File: config.mk
export PLATFORM = sky130hd
export DESIGN_NAME = rsa_operand_loader
export DESIGN_NICKNAME = d
export VERILOG_FILES = /design/src/rtl/rsa_operand_loader.sv
export SDC_FILE = /design/constraint.sdc
export NUM_CORES = 1
export LEC_CHECK = 0
export CELL_PAD_IN_SITES_DETAIL_PLACEMENT = 0
export CELL_PAD_IN_SITES_GLOBAL_PLACEMENT = 1
export CORE_ASPECT_RATIO = 1.75
export CORE_MARGIN = 2
export CORE_UTILIZATION = 37
export DETAILED_ROUTE_END_ITERATION = 10
export GPL_ROUTABILITY_DRIVEN = 1
export PLACE_DENSITY_LB_ADDON = 0.1
export REMOVE_ABC_BUFFERS = 1
export SLEW_MARGIN = 30
export SYNTH_ARGS = -nofsm -noshare
export SYNTH_HDL_FRONTEND = slang
export SYNTH_SLANG_ARGS = --single-unit
File: constraint.sdc
create_clock -name clk -period 5.3 [get_ports clk]
set_input_delay 0.53 -clock clk [delete_from_list [all_inputs] [get_ports clk]]
set_output_delay 0.53 -clock clk [all_outputs]
set_load 0.005 [all_outputs]
File: src/rtl/rsa_operand_loader.sv
// UART (8N1) receive front end for the RSA/RFID datapath.
// Deserialises bytes and assembles NUM_OPS operands of WIDTH bits each,
// least-significant byte first, then hands the set to the core with a
// valid/ack handshake. Reports framing errors, inter-byte timeout and
// overrun as single-cycle pulses.
//
// state   | meaning
// --------+-------------------------------------------------------------
// S_IDLE  | line idle; waiting for a high-to-low edge on the synced rx
// S_START | half-bit wait; confirm the start bit is still low
// S_DATA  | sample 8 data bits, LSB first, one per bit time
// S_STOP  | sample the stop bit; high = byte done, low = framing error
module rsa_operand_loader #(
   parameter int WIDTH        = 32,
   parameter int NUM_OPS      = 3,
   parameter int CLKS_PER_BIT = 5208,
   parameter int TIMEOUT_CLKS = 520800
) (
   input  logic                                    clk,
   input  logic                                    reset,
   input  logic                                    rx,
   input  logic                                    abort,
   input  logic                                    ops_ack,
   output logic [NUM_OPS*WIDTH-1:0]                ops,
   output logic                                    ops_valid,
   output logic [$clog2(NUM_OPS*WIDTH/8+1)-1:0]    byte_cnt,
   output logic                                    frame_err,
   output logic                                    timeout,
   output logic                                    overrun
);

   localparam int TOTAL = NUM_OPS * WIDTH / 8;
   localparam int CNT_W = $clog2(TOTAL + 1);
   localparam int CLK_W = $clog2(CLKS_PER_BIT);
   localparam int TO_W  = $clog2(TIMEOUT_CLKS + 1);

   localparam logic [CLK_W-1:0] BIT_LOAD  = CLK_W'(CLKS_PER_BIT - 1);
   localparam logic [CLK_W-1:0] HALF_LOAD = CLK_W'(CLKS_PER_BIT / 2 - 1);
   localparam logic [TO_W-1:0]  TO_LOAD   = TO_W'(TIMEOUT_CLKS - 1);
   localparam logic [CNT_W-1:0] LAST_BYTE = CNT_W'(TOTAL - 1);

   localparam logic [1:0] S_IDLE  = 2'd0;
   localparam logic [1:0] S_START = 2'd1;
   localparam logic [1:0] S_DATA  = 2'd2;
   localparam logic [1:0] S_STOP  = 2'd3;

   logic                     r_rx_meta;
   logic                     r_rx_sync;
   logic                     r_rx_prev;
   logic [1:0]               r_state;
   logic [CLK_W-1:0]         r_clk_cnt;
   logic [2:0]               r_bit_cnt;
   logic [7:0]               r_shift;
   logic [NUM_OPS*WIDTH-1:0] r_ops;
   logic                     r_ops_valid;
   logic [CNT_W-1:0]         r_byte_cnt;
   logic [TO_W-1:0]          r_to_cnt;
   logic                     r_frame_err;
   logic                     r_timeout;
   logic                     r_overrun;

   logic w_stop_tick;
   logic w_byte_done;
   logic w_frame_evt;
   logic w_ack;
   logic w_valid_held;
   logic w_to_run;

   // A stop-bit sample point either completes a byte or flags a framing error.
   assign w_stop_tick  = (r_state == S_STOP) && (r_clk_cnt == '0);
   assign w_byte_done  = w_stop_tick &&  r_rx_sync;
   assign w_frame_evt  = w_stop_tick && !r_rx_sync;
   // An ack in the same cycle frees the holding register before the byte lands.
   assign w_ack        = r_ops_valid && ops_ack;
   assign w_valid_held = r_ops_valid && !ops_ack;
   assign w_to_run     = (r_byte_cnt != '0) && (r_state == S_IDLE) && !r_ops_valid;

   // Two-flop synchroniser plus a delayed copy for falling-edge detection.
   always_ff @(posedge clk or negedge reset) begin
      if (!reset) begin
         r_rx_meta <= 1'b1;
         r_rx_sync <= 1'b1;
         r_rx_prev <= 1'b1;
      end else begin
         r_rx_meta <= rx;
         r_rx_sync <= r_rx_meta;
         r_rx_prev <= r_rx_sync;
      end
   end

   // Receiver FSM: bit timing via a down-counter reloaded at each sample point.
   always_ff @(posedge clk or negedge reset) begin
      if (!reset) begin
         r_state   <= S_IDLE;
         r_clk_cnt <= '0;
         r_bit_cnt <= '0;
         r_shift   <= '0;
      end else if (abort) begin
         r_state <= S_IDLE;
      end else begin
         case (r_state)
            S_IDLE: begin
               // Edge detect means a low line after a framing error must
               // first return high before the receiver can re-arm.
               if (r_rx_prev && !r_rx_sync) begin
                  r_state   <= S_START;
                  r_clk_cnt <= HALF_LOAD;
                  r_bit_cnt <= '0;
               end
            end
            S_START: begin
               if (r_clk_cnt == '0) begin
                  if (!r_rx_sync) begin
                     r_state   <= S_DATA;
                     r_clk_cnt <= BIT_LOAD;
                  end else begin
                     r_state <= S_IDLE;
                  end
               end else begin
                  r_clk_cnt <= r_clk_cnt - 1'b1;
               end
            end
            S_DATA: begin
               if (r_clk_cnt == '0) begin
                  r_shift   <= {r_rx_sync, r_shift[7:1]};
                  r_clk_cnt <= BIT_LOAD;
                  r_bit_cnt <= r_bit_cnt + 1'b1;
                  if (r_bit_cnt == 3'd7) begin
                     r_state <= S_STOP;
                  end
               end else begin
                  r_clk_cnt <= r_clk_cnt - 1'b1;
               end
            end
            S_STOP: begin
               if (r_clk_cnt == '0) begin
                  r_state <= S_IDLE;
               end else begin
                  r_clk_cnt <= r_clk_cnt - 1'b1;
               end
            end
            default: r_state <= S_IDLE;
         endcase
      end
   end

   // Assembler, handshake, inter-byte timeout and status pulses.
   always_ff @(posedge clk or negedge reset) begin
      if (!reset) begin
         r_ops       <= '0;
         r_ops_valid <= 1'b0;
         r_byte_cnt  <= '0;
         r_to_cnt    <= TO_LOAD;
         r_frame_err <= 1'b0;
         r_timeout   <= 1'b0;
         r_overrun   <= 1'b0;
      end else begin
         r_frame_err <= 1'b0;
         r_timeout   <= 1'b0;
         r_overrun   <= 1'b0;
         if (abort) begin
            r_byte_cnt  <= '0;
            r_ops_valid <= 1'b0;
            r_to_cnt    <= TO_LOAD;
         end else begin
            if (w_ack) begin
               r_ops_valid <= 1'b0;
            end
            if (w_frame_evt) begin
               r_frame_err <= 1'b1;
               r_byte_cnt  <= '0;
               r_to_cnt    <= TO_LOAD;
            end else if (w_byte_done) begin
               r_to_cnt <= TO_LOAD;
               if (w_valid_held) begin
                  r_overrun <= 1'b1;
               end else begin
                  for (int i = 0; i < TOTAL; i++) begin
                     if (r_byte_cnt == CNT_W'(i)) begin
                        r_ops[i*8 +: 8] <= r_shift;
                     end
                  end
                  if (r_byte_cnt == LAST_BYTE) begin
                     r_ops_valid <= 1'b1;
                     r_byte_cnt  <= '0;
                  end else begin
                     r_byte_cnt <= r_byte_cnt + 1'b1;
                  end
               end
            end else if (w_to_run) begin
               // Paused (not reloaded) while a frame is in flight.
               if (r_to_cnt == '0) begin
                  r_timeout  <= 1'b1;
                  r_byte_cnt <= '0;
                  r_to_cnt   <= TO_LOAD;
               end else begin
                  r_to_cnt <= r_to_cnt - 1'b1;
               end
            end
         end
      end
   end

   assign ops       = r_ops;
   assign ops_valid = r_ops_valid;
   assign byte_cnt  = r_byte_cnt;
   assign frame_err = r_frame_err;
   assign timeout   = r_timeout;
   assign overrun   = r_overrun;

endmodule

==> summary.txt, run 1 <==
STA
  • Final setup fails: 0
  • Setup_tns: 0 ns
  • Max Slew Vio Count: 0
  • RSZ-0062 raised after global routing: false
  • Worst Setup Slack, final: between 2 and 2.5 ns
  • Max_slew headroom: 43.5%
  • Final period utilization: approximately 60%
  • Slew @ Worst Pin: around 0.85 ns
  • Final Hold Fails: 0
  • Final Skew: between 0.008 and 0.009 ns
  • F_max: around 310 MHz
  • Minimum clock period: between 3 and 4 ns

Clock tree
  • Clk Latency, worst-skew pair: ~0.42 ns
  • Clock tree buffer depth: 2
  • CTS Hold Bufs: 0
  • CTS buffer count: 17
  • TritonCTS clock tree: yes
  • Buffer count from post-CTS setup fixing: 0
  • H-Tree Depth: 4
  • Register clock-pin slew on the reported worst setup and hold paths: around 0.060 ns
  • Resize count post-CTS: 0
  • Root Buffer: clkbuf_16
  • Clock Sinks: approximately 150

Synthesis
  • Synth cell count leaders: dfrtp_1, mux2_2, nor2_1
  • Synthesized area: approximately 6800 µm²
  • Unique cell type count in the Yosys netlist: 57
  • Synth Register Bits: about 150
  • Post-Synthesis Cells: about 540
  • Number of flops mapped to enable cells by yosys: 0
  • Sequential area share after synthesis: roughly 56%
  • Async set or reset register ratio after synthesis: 100%
  • Post-synth top flop: dfrtp_1
  • Mapped Avg Cell Area: about 13 µm²
  • Count leader, synth: dfrtp_1
  • Post-synth top area cell: dfrtp_1
  • Top cells by area, synth: dfrtp_1, mux2_2, dfstp_2
  • Yosys top cell area share: about half
  • Ys Warns: 0

Drt
  • DR pass1 iterations: 4
  • Post-Route WL: between 15000 and 20000 µm
  • Routed vias/inst: between 5 and 6
  • DRT antenna net count: 0
  • WL/cell: roughly 20 µm
  • Vias: between 4000 and 5000
  • DRT iter0 DRCs: 244
  • Drt drc: 0

Die
  • Starting Density: between 30% and 40%
  • Die Ht: approximately 180 µm
  • Top Ports: ~110
  • Core area: around 18000 µm²
  • Die Footprint: 19400 µm²
  • Row cnt: 65
  • Die X: between 100 and 150 µm

Place
  • Port bufs: 108
  • DP HPWL: approximately 12000 µm
  • Routability-driven placement congestion ratio: around 0.77
  • Dpl ws: about 2.1 ns
  • Placed cells: between 800 and 900

Outcome
  • Run status: finished, final reports clean

Global routing
  • Total GRT Usage: between 10% and 20%
  • Largest net degree at the start of global routing: about 110
  • First-pass GRT wire length: between 20000 and 30000 µm
  • Initial antenna violation count: 0
  • Congestion Overflow GR: 0
  • Vias in the first global route: approximately 5200

Setup path
  • Critical path cell sequence: nor4_2 > nand4_2 > nor4_1 > nand2_1 > mux2_2
  • Slowest cell on crit path: nor4_1
  • CP Data Arrival Time: between 3 and 4 ns
  • Worst stage delay on the critical path: ~0.75 ns
  • Largest fanout on the critical path: 16
  • CP Data Required Time: ~5.6 ns
  • Worst Path Buf+Inv: 0
  • Crit Path Class: reg -> reg
  • CP Capture Type: flip-flop
  • Delay-heaviest family, CP: simple AND/OR/NAND/NOR gates
  • Crit path launch type: flip-flop

Flow run
  • Max Cap Viol: 0

Worst hold path
  • Hold Path Class: in -> async

Power and ir drop
  • P_leak: roughly 0.0039 µW
  • Pwr dens: 329 nW/µm²
  • VDD IR max: ~0.20 mV

Layout
  • Share of layout cells above drive strength 1: approximately a quarter
  • Nets@finish: ~660
  • Synthesis-to-finish area growth: 28.5%
  • Post-route insts no fill: 890
  • N_diodes: 0
[layout by cell type (no fill, tap or decap), drive strengths merged, types with 5 or more instances in the layout]
| master | netlist | routed |
|---|---|---|
| o22a | 5 | 5 |
| nand4 | 5 | 5 |
| and3 | 7 | 7 |
| nor2 | 27 | 27 |
| o21ai | 22 | 22 |
| ha | 14 | 14 |
| mux2 | 105 | 105 |
| dfrtp | 135 | 135 |
| nand2 | 24 | 24 |
| clkbuf | 24 | 21 |
| a31oi | 8 | 8 |
| nor3 | 9 | 9 |
| or3 | 8 | 8 |
| xnor2 | 11 | 11 |
| a211oi | 7 | 7 |
| inv | 14 | 15 |
| nor4 | 7 | 7 |
| clkinvlp | 0 | 5 |
| dfstp | 17 | 17 |
| nand2b | 6 | 6 |
| a21oi | 25 | 25 |
| a22o | 6 | 6 |
| clkdlybuf4s50 | 0 | 107 |
| nand3 | 6 | 6 |
[power breakdown]
group / leakage (µW) / internal [µW] / switching [µW]
Combinational: 0.00157 / 107 / 206
Clock: 0.000291 / 811 / 483
Sequential: 0.00205 / 1200 / 52.2
[per-layer routing]
| metal | global-route usage, % | part of all wire [%] |
|---|---|---|
| met1 | 21.1 | 39 |
| met5 | 0 | 0 |
| met3 | 5.83 | 4.7 |
| met2 | 35.0 | 55 |
| met4 | 7.11 | 1.5 |
[kinds of logic (layout without fill, tap and decap cells)]
kind of cell | Yosys count | count (layout) | synth area share (%)
AO/OA/AOI/OAI | 94 | 94 | 9.09
XOR/XNOR | 11 | 11 | 1.42
adder cells (fa/ha/maj) | 14 | 14 | 2.59
buffers and inverters | 39 | 154 | 2.16
flip-flops | 152 | 152 | 56.5
multiplexers | 105 | 105 | 17.5
AND/OR/NAND/NOR | 126 | 126 | 10.8
[final timing paths]
path | from | end | slack, ns | cells past startpoint
worst max-delay path | r_clk_cnt[3] | ops[83] | 2.10 | 5
worst min-delay path | reset | r_clk_cnt[5] | 0.20 | 1
worst max register to register | r_clk_cnt[3] | ops[83] | 2.10 | 5
worst min register to register | r_rx_meta | r_rx_sync | 0.36 | 0
max in group asynchronous | reset | ops[93] | 3.90 | 2
min in group clk | r_rx_meta | r_rx_sync | 0.36 | 0
[flip-flops by register name, indices dropped and copies added (netlist names)]
name and flops:
r_state 2, r_bit_cnt 3, r_clk_cnt 13, r_rx_sync 1
byte_cnt 4, ops 96, ops_valid 1, frame_err 1
timeout 1, r_shift 8, r_to_cnt 19, r_rx_prev 1
r_rx_meta 1, overrun 1
[stage by stage]
step	hold slack (ns)	cell area, µm²	utilization, %	total power, µW
finish	0.200	8700	48.4	2860
global route	0.265	8700	48.4	2990
CTS	0.272	8690	48.4	2900
detailed placement	0.349	8070	44.9	1590
global placement	0.346	8060	44.9	1570
floorplan	0.234	6680	-	1480
[final cells by class]
| class | count | area [µm²] |
|---|---|---|
| fillers | 1668 | 9270 |
| multi-input cells | 350 | 2810 |
| well taps | 234 | 293 |
| inverters | 14 | 52.6 |
| clock buffers | 20 | 457 |
| flip-flops and latches | 152 | 3820 |
| repair buffers | 109 | 1090 |
| clock inverters | 11 | 171 |
Power figures use the tool's default switching activity.
==> run 2, diff against run 1 <==
- clock period: 5.3 -> 3.3 ns (I/O delays scaled with it)
==> run 2 against run 1 <==
Net effect: fmax rose by 29%; cell area rose by 0.68%; worst hold slack got worse by 0.28 ns; via count rose by 1.5%; sequential cell count did not move; highest routed layer unchanged; count of clock-buffer cells in the layout did not move; the run now ends with hold timing left; register-to-register slack got worse by 1.3 ns; clock skew fell by 0.0020 ns.
==> summary.txt, run 2 (synthesis results as in run 1) <==
Outcome
  • Run status: complete, but fails checks
  • Failing checks: hold timing

Drt
  • Vias: about 4700
  • Routed vias/inst: ~5.2
  • Drt drc: 0
  • DRT antenna net count: 0
  • DRT iter0 DRCs: 149
  • WL/cell: approximately 20 µm
  • DR pass1 iterations: 6
  • Post-Route WL: around 18000 µm

Setup path
  • Worst stage delay on the critical path: between 0.4 and 0.5 ns
  • CP Data Required Time: approximately 3.6 ns
  • Critical path cell sequence: nor3_2 > nand4_2 > nor4_1 > buf_4 > nand2_1 > mux2_2
  • CP Capture Type: flip-flop
  • Crit Path Class: reg -> reg
  • Crit path launch type: flip-flop
  • Flop-to-flop setup slack: between 0.8 and 0.9 ns
  • Largest fanout on the critical path: 9
  • Worst r2r src: r_clk_cnt[9]
  • Worst Path Buf+Inv: 1
  • Slowest cell on crit path: nor3_2
  • Delay-heaviest family, CP: simple AND/OR/NAND/NOR gates
  • CP Data Arrival Time: between 2 and 3 ns
  • R2R Path End: ops[80]
  • Worst Reg-to-Reg Cells: 6

Clock tree
  • CTS buffer count: 17
  • Resize count post-CTS: 0
  • Root Buffer: clkbuf_16
  • CTS Hold Bufs: 0
  • Clock Sinks: between 150 and 200
  • Clk Latency, worst-skew pair: ~0.43 ns
  • Register clock-pin slew on the reported worst setup and hold paths: roughly 0.06 ns
  • Buffer count from post-CTS setup fixing: 0
  • H-Tree Depth: 4
  • TritonCTS clock tree: yes
  • Clock tree buffer depth: 2

STA
  • Setup_tns: 0 ns
  • Final Hold Fails: 29
  • Minimum clock period: about 2.5 ns
  • Slew @ Worst Pin: between 0.8 and 0.9 ns
  • Max Slew Vio Count: 0
  • Max_slew headroom: around 43%
  • Final setup fails: 0
  • F_max: 402 MHz
  • RSZ-0062 raised after global routing: false
  • Final period utilization: around 75%
  • Final Skew: approximately 0.0065 ns
  • Hold slack: -0.0833 ns

Die
  • Core area: about 18000 µm²
  • Starting Density: ~38%
  • Row cnt: 65
  • Top Ports: approximately 110
  • Die Footprint: ~20000 µm²
  • Die X: around 110 µm
  • Die Ht: between 150 and 200 µm

Place
  • Placed cells: 870
  • DP HPWL: 12300 µm
  • Placed cell areas: ~8000 µm²
  • Port bufs: 108
  • Routability-driven placement congestion ratio: between 0.7 and 0.8

Power and ir drop
  • Int Pwr: approximately 3400 µW
  • Reg power frac: between 40% and 50%
  • Clock power frac: between 40% and 50%
  • Sw Pwr: 1180 µW
  • Comb pwr share: 11.4%
  • P_leak: about 0.0040 µW
  • Pwr dens: around 520 nW/µm²
  • Switching part of the total: between 20% and 30%
  • VDD IR max: between 0.4 and 0.5 mV

Layout
  • Share of layout cells above drive strength 1: around 27%
  • Most common cell after layout, fill and taps aside: dfrtp_1
  • Most frequent cells in the layout: dfrtp_1, clkdlybuf4s50_1, mux2_2, nor2_1, a21oi_1
  • Max FFs per register: 96
  • N_diodes: 0
  • Synthesis-to-finish area growth: 29.4%
  • Nets@finish: 674
  • Fin area: roughly 8800 µm²
  • Post-route insts no fill: around 900

Global routing
  • Initial antenna violation count: 0
  • First-pass GRT wire length: ~28000 µm
  • Vias in the first global route: 5051
  • Total GRT Usage: between 10% and 20%
  • Largest net degree at the start of global routing: 85
  • Congestion Overflow GR: 0

Flow run
  • Max Cap Viol: 0

Worst hold path
  • Hold Path Class: in -> async
## run 2: per-stage QoR
step	power [µW]	setup WS (ns)	utilization, %
2_1_floorplan	2370	0.916	-
3_3_place_gp	2560	0.843	45.4
3_5_place_dp	2570	0.818	45.4
4_1_cts	4590	0.807	48.7
5_1_grt	4750	0.579	48.7
6_report	4530	0.812	48.7
## run 2: worst register-to-register path: cells and delay by family, from the launching register on
kind	cells	cell delay [ns]
buffers and inverters	1	0.20
DFF	1	0.43
muxes	1	0.37
and+or+nand+nor	4	1.37
## run 2: final cells by class
type                       instances  area (µm²)
clock buffer                      20         457
sequential                       152        3820
clock inverter                    11         148
tap                              234         293
multi-input combinational        350        2800
timing repair buffer             120        1180
inverter                          14        52.6
fill                            1650        9210
## run 2: worst max path at each step
stage                      start  depth (start not counted)      endpoint
CTS                 r_clk_cnt[9]                          6       ops[80]
global placement           abort                          7       ops[86]
finish              r_clk_cnt[9]                          6       ops[80]
floorplan           r_clk_cnt[3]                          5  r_clk_cnt[4]
detailed placement    r_state[0]                          8   r_to_cnt[5]
global route        r_clk_cnt[9]                          6       ops[80]
## run 2: power by group through the flow
stage                     combinational [µW]  sequential, µW  clock, µW
after floorplan                          343            2030          0
after global placement                   518            2040          0
after detailed placement                 523            2040          0
after CTS                                525            2010       2060
after global routing                     595            2020       2140
final                                    516            2010       2000
## run 2: routing by layer
| layer | share of wire (%) | vias to the layer above | track usage [%] |
|---|---|---|---|
| li1 | - | 2191 | - |
| met1 | 39 | 2421 | 21.4 |
| met2 | 55 | 95 | 35.1 |
| met3 | 5.2 | 17 | 6.04 |
| met4 | 1.3 | 0 | 6.00 |
| met5 | 0 | - | 0 |
==> run 3, diff against run 2 <==
- clock period: 3.3 -> 2.6 ns (I/O delays scaled with it)
==> run 3 against run 2 <==
Net effect: the run now ends clean; sequential cell count is the same; sequential power grew 27%; combinational power grew 35%; cell area grew 1.3%; utilization grew 0.63 points; worst hold slack gained 0.34 ns; critical path type unchanged; largest cell class unchanged; largest power group unchanged; highest routed layer unchanged.
==> summary.txt, run 3 (synthesis results as in run 1) <==
Setup path
  • Delay-heaviest family, CP: simple AND/OR/NAND/NOR gates
  • R2R Path End: ops[89]
  • CP Capture Type: flip-flop
  • Crit Path Class: reg -> reg
  • Critical path cell sequence: nor4_2 > nand4_2 > buf_4 > nor2_1 > nand2_1 > mux2_2
  • CP Data Arrival Time: approximately 2.7 ns
  • Crit path launch type: flip-flop
  • Worst r2r src: r_clk_cnt[3]
  • Slowest cell on crit path: nor4_2
  • Worst stage delay on the critical path: approximately 0.46 ns
  • Worst Path Buf+Inv: 1
  • Worst Reg-to-Reg Cells: 6
  • Largest fanout on the critical path: 13
  • CP Data Required Time: 2.91 ns
  • Flop-to-flop setup slack: around 0.20 ns

Power and ir drop
  • P_leak: just over 0.004 µW
  • Switching part of the total: a little under 30%
  • Comb pwr share: 12.1%
  • Total power draw: approximately 5700 µW
  • Sw Pwr: 1680 µW
  • Reg power frac: between 40% and 50%
  • Pwr dens: around 650 nW/µm²
  • Clock power frac: between 40% and 50%
  • VDD IR max: between 0.3 and 0.4 mV
  • Int Pwr: 4050 µW

Global routing
  • Vias in the first global route: between 5000 and 6000
  • Congestion Overflow GR: 0
  • Largest net degree at the start of global routing: 61
  • Total GRT Usage: about a fifth
  • First-pass GRT wire length: around 28000 µm
  • Initial antenna violation count: 0

Drt
  • DR pass1 iterations: 4
  • Vias: 4864
  • Post-Route WL: about 18000 µm
  • WL/cell: 19.3 µm
  • DRT antenna net count: 0
  • Routed vias/inst: around 5.3
  • Drt drc: 0
  • DRT iter0 DRCs: 162

Clock tree
  • Register clock-pin slew on the reported worst setup and hold paths: about 0.070 ns
  • CTS buffer count: 17
  • Root Buffer: clkbuf_16
  • Clock tree buffer depth: 2
  • Clk Latency, worst-skew pair: 0.43 ns
  • Clock Sinks: 152
  • TritonCTS clock tree: yes
  • Buffer count from post-CTS setup fixing: 0
  • H-Tree Depth: 4

Die
  • Die X: approximately 110 µm
  • Top Ports: 109
  • Row cnt: 65
  • Die Footprint: ~20000 µm²
  • Core area: approximately 18000 µm²
  • Die Ht: ~180 µm
  • Starting Density: a little under two fifths

Flow run
  • Max Cap Viol: 0

STA
  • Setup_tns: 0 ns
  • Final Skew: ~0.017 ns
  • Final period utilization: around 92%
  • RSZ-0062 raised after global routing: false
  • Final Hold Fails: 0
  • Max_slew headroom: between 50% and 60%
  • Slew @ Worst Pin: ~0.74 ns
  • Minimum clock period: 2.40 ns
  • F_max: ~420 MHz
  • Final setup fails: 0
  • Max Slew Vio Count: 0
  • Hold slack: roughly 0.26 ns

Layout
  • Post-route insts no fill: 914
  • Most common cell after layout, fill and taps aside: dfrtp_1
  • Most frequent cells in the layout: dfrtp_1, clkdlybuf4s50_1, mux2_2, nor2_1, a21oi_1
  • Synthesis-to-finish area growth: 31.0%
  • Util after Layout: 49.4%
  • N_diodes: 0
  • Max FFs per register: 96
  • Share of layout cells above drive strength 1: between 20% and 30%
  • Nets@finish: 686

Place
  • Port bufs: 108
  • DP HPWL: 12400 µm
  • Routability-driven placement congestion ratio: just under 0.8
  • Placed cells: roughly 880

Outcome
  • Run status: finished, final reports clean

Worst hold path
  • Worst Hold Path EP: r_rx_meta
  • Hold Path Class: in -> reg
  • Hold Path Cell Cnt: 1
  • Hold path start: rx
run 3: metal layers:
layer | routed length, µm | GRT usage [%] | vias to the layer above
li1 | - | - | 2211
met1 | 6940 | 21.6 | 2521
met2 | 9460 | 33.7 | 110
met3 | 948 | 5.83 | 22
met4 | 259 | 5.89 | 0
met5 | 0 | 0 | -
run 3: cell type report:
cell class                      instances  area (µm²)
Fill cell                            1624        9100
Sequential cell                       152        3820
Multi-Input combinational cell        350        2820
Timing Repair Buffer                  132        1280
Clock buffer                           18         439
Tap cell                              234         293
Clock inverter                         14         168
Inverter                               14        52.6
run 3: stage by stage:
stage / cell area (µm²) / setup WS (ns)
floorplan: 6680 / 0.216
global placement: 8240 / 0.129
detailed placement: 8240 / 0.105
CTS: 8860 / 0.0925
global route: 8870 / 0.0558
finish: 8870 / 0.202
run 3: what timing repair did:
item	in CTS	in global routing
setup endpoints to repair	0	33
hold endpoints to repair	54	0
resized for setup	0	3
hold buffers	1	0
run 3: worst max path at each step:
stage / depth (start not counted) / end / from
after global placement: 6 / ops[26] / abort
after global routing: 8 / ops[80] / r_clk_cnt[0]
after CTS: 7 / ops[27] / r_clk_cnt[0]
after detailed placement: 5 / ops[27] / r_clk_cnt[3]
after floorplan: 5 / r_clk_cnt[4] / r_clk_cnt[3]
final: 6 / ops[89] / r_clk_cnt[3]
run 3: power groups by stage:
stage	Clock, µW	Sequential, µW	Combinational, µW
floorplan	0	2570	436
global placement	0	2590	686
detailed placement	0	2590	699
CTS	2550	2550	703
global route	2640	2570	781
finish	2480	2550	695
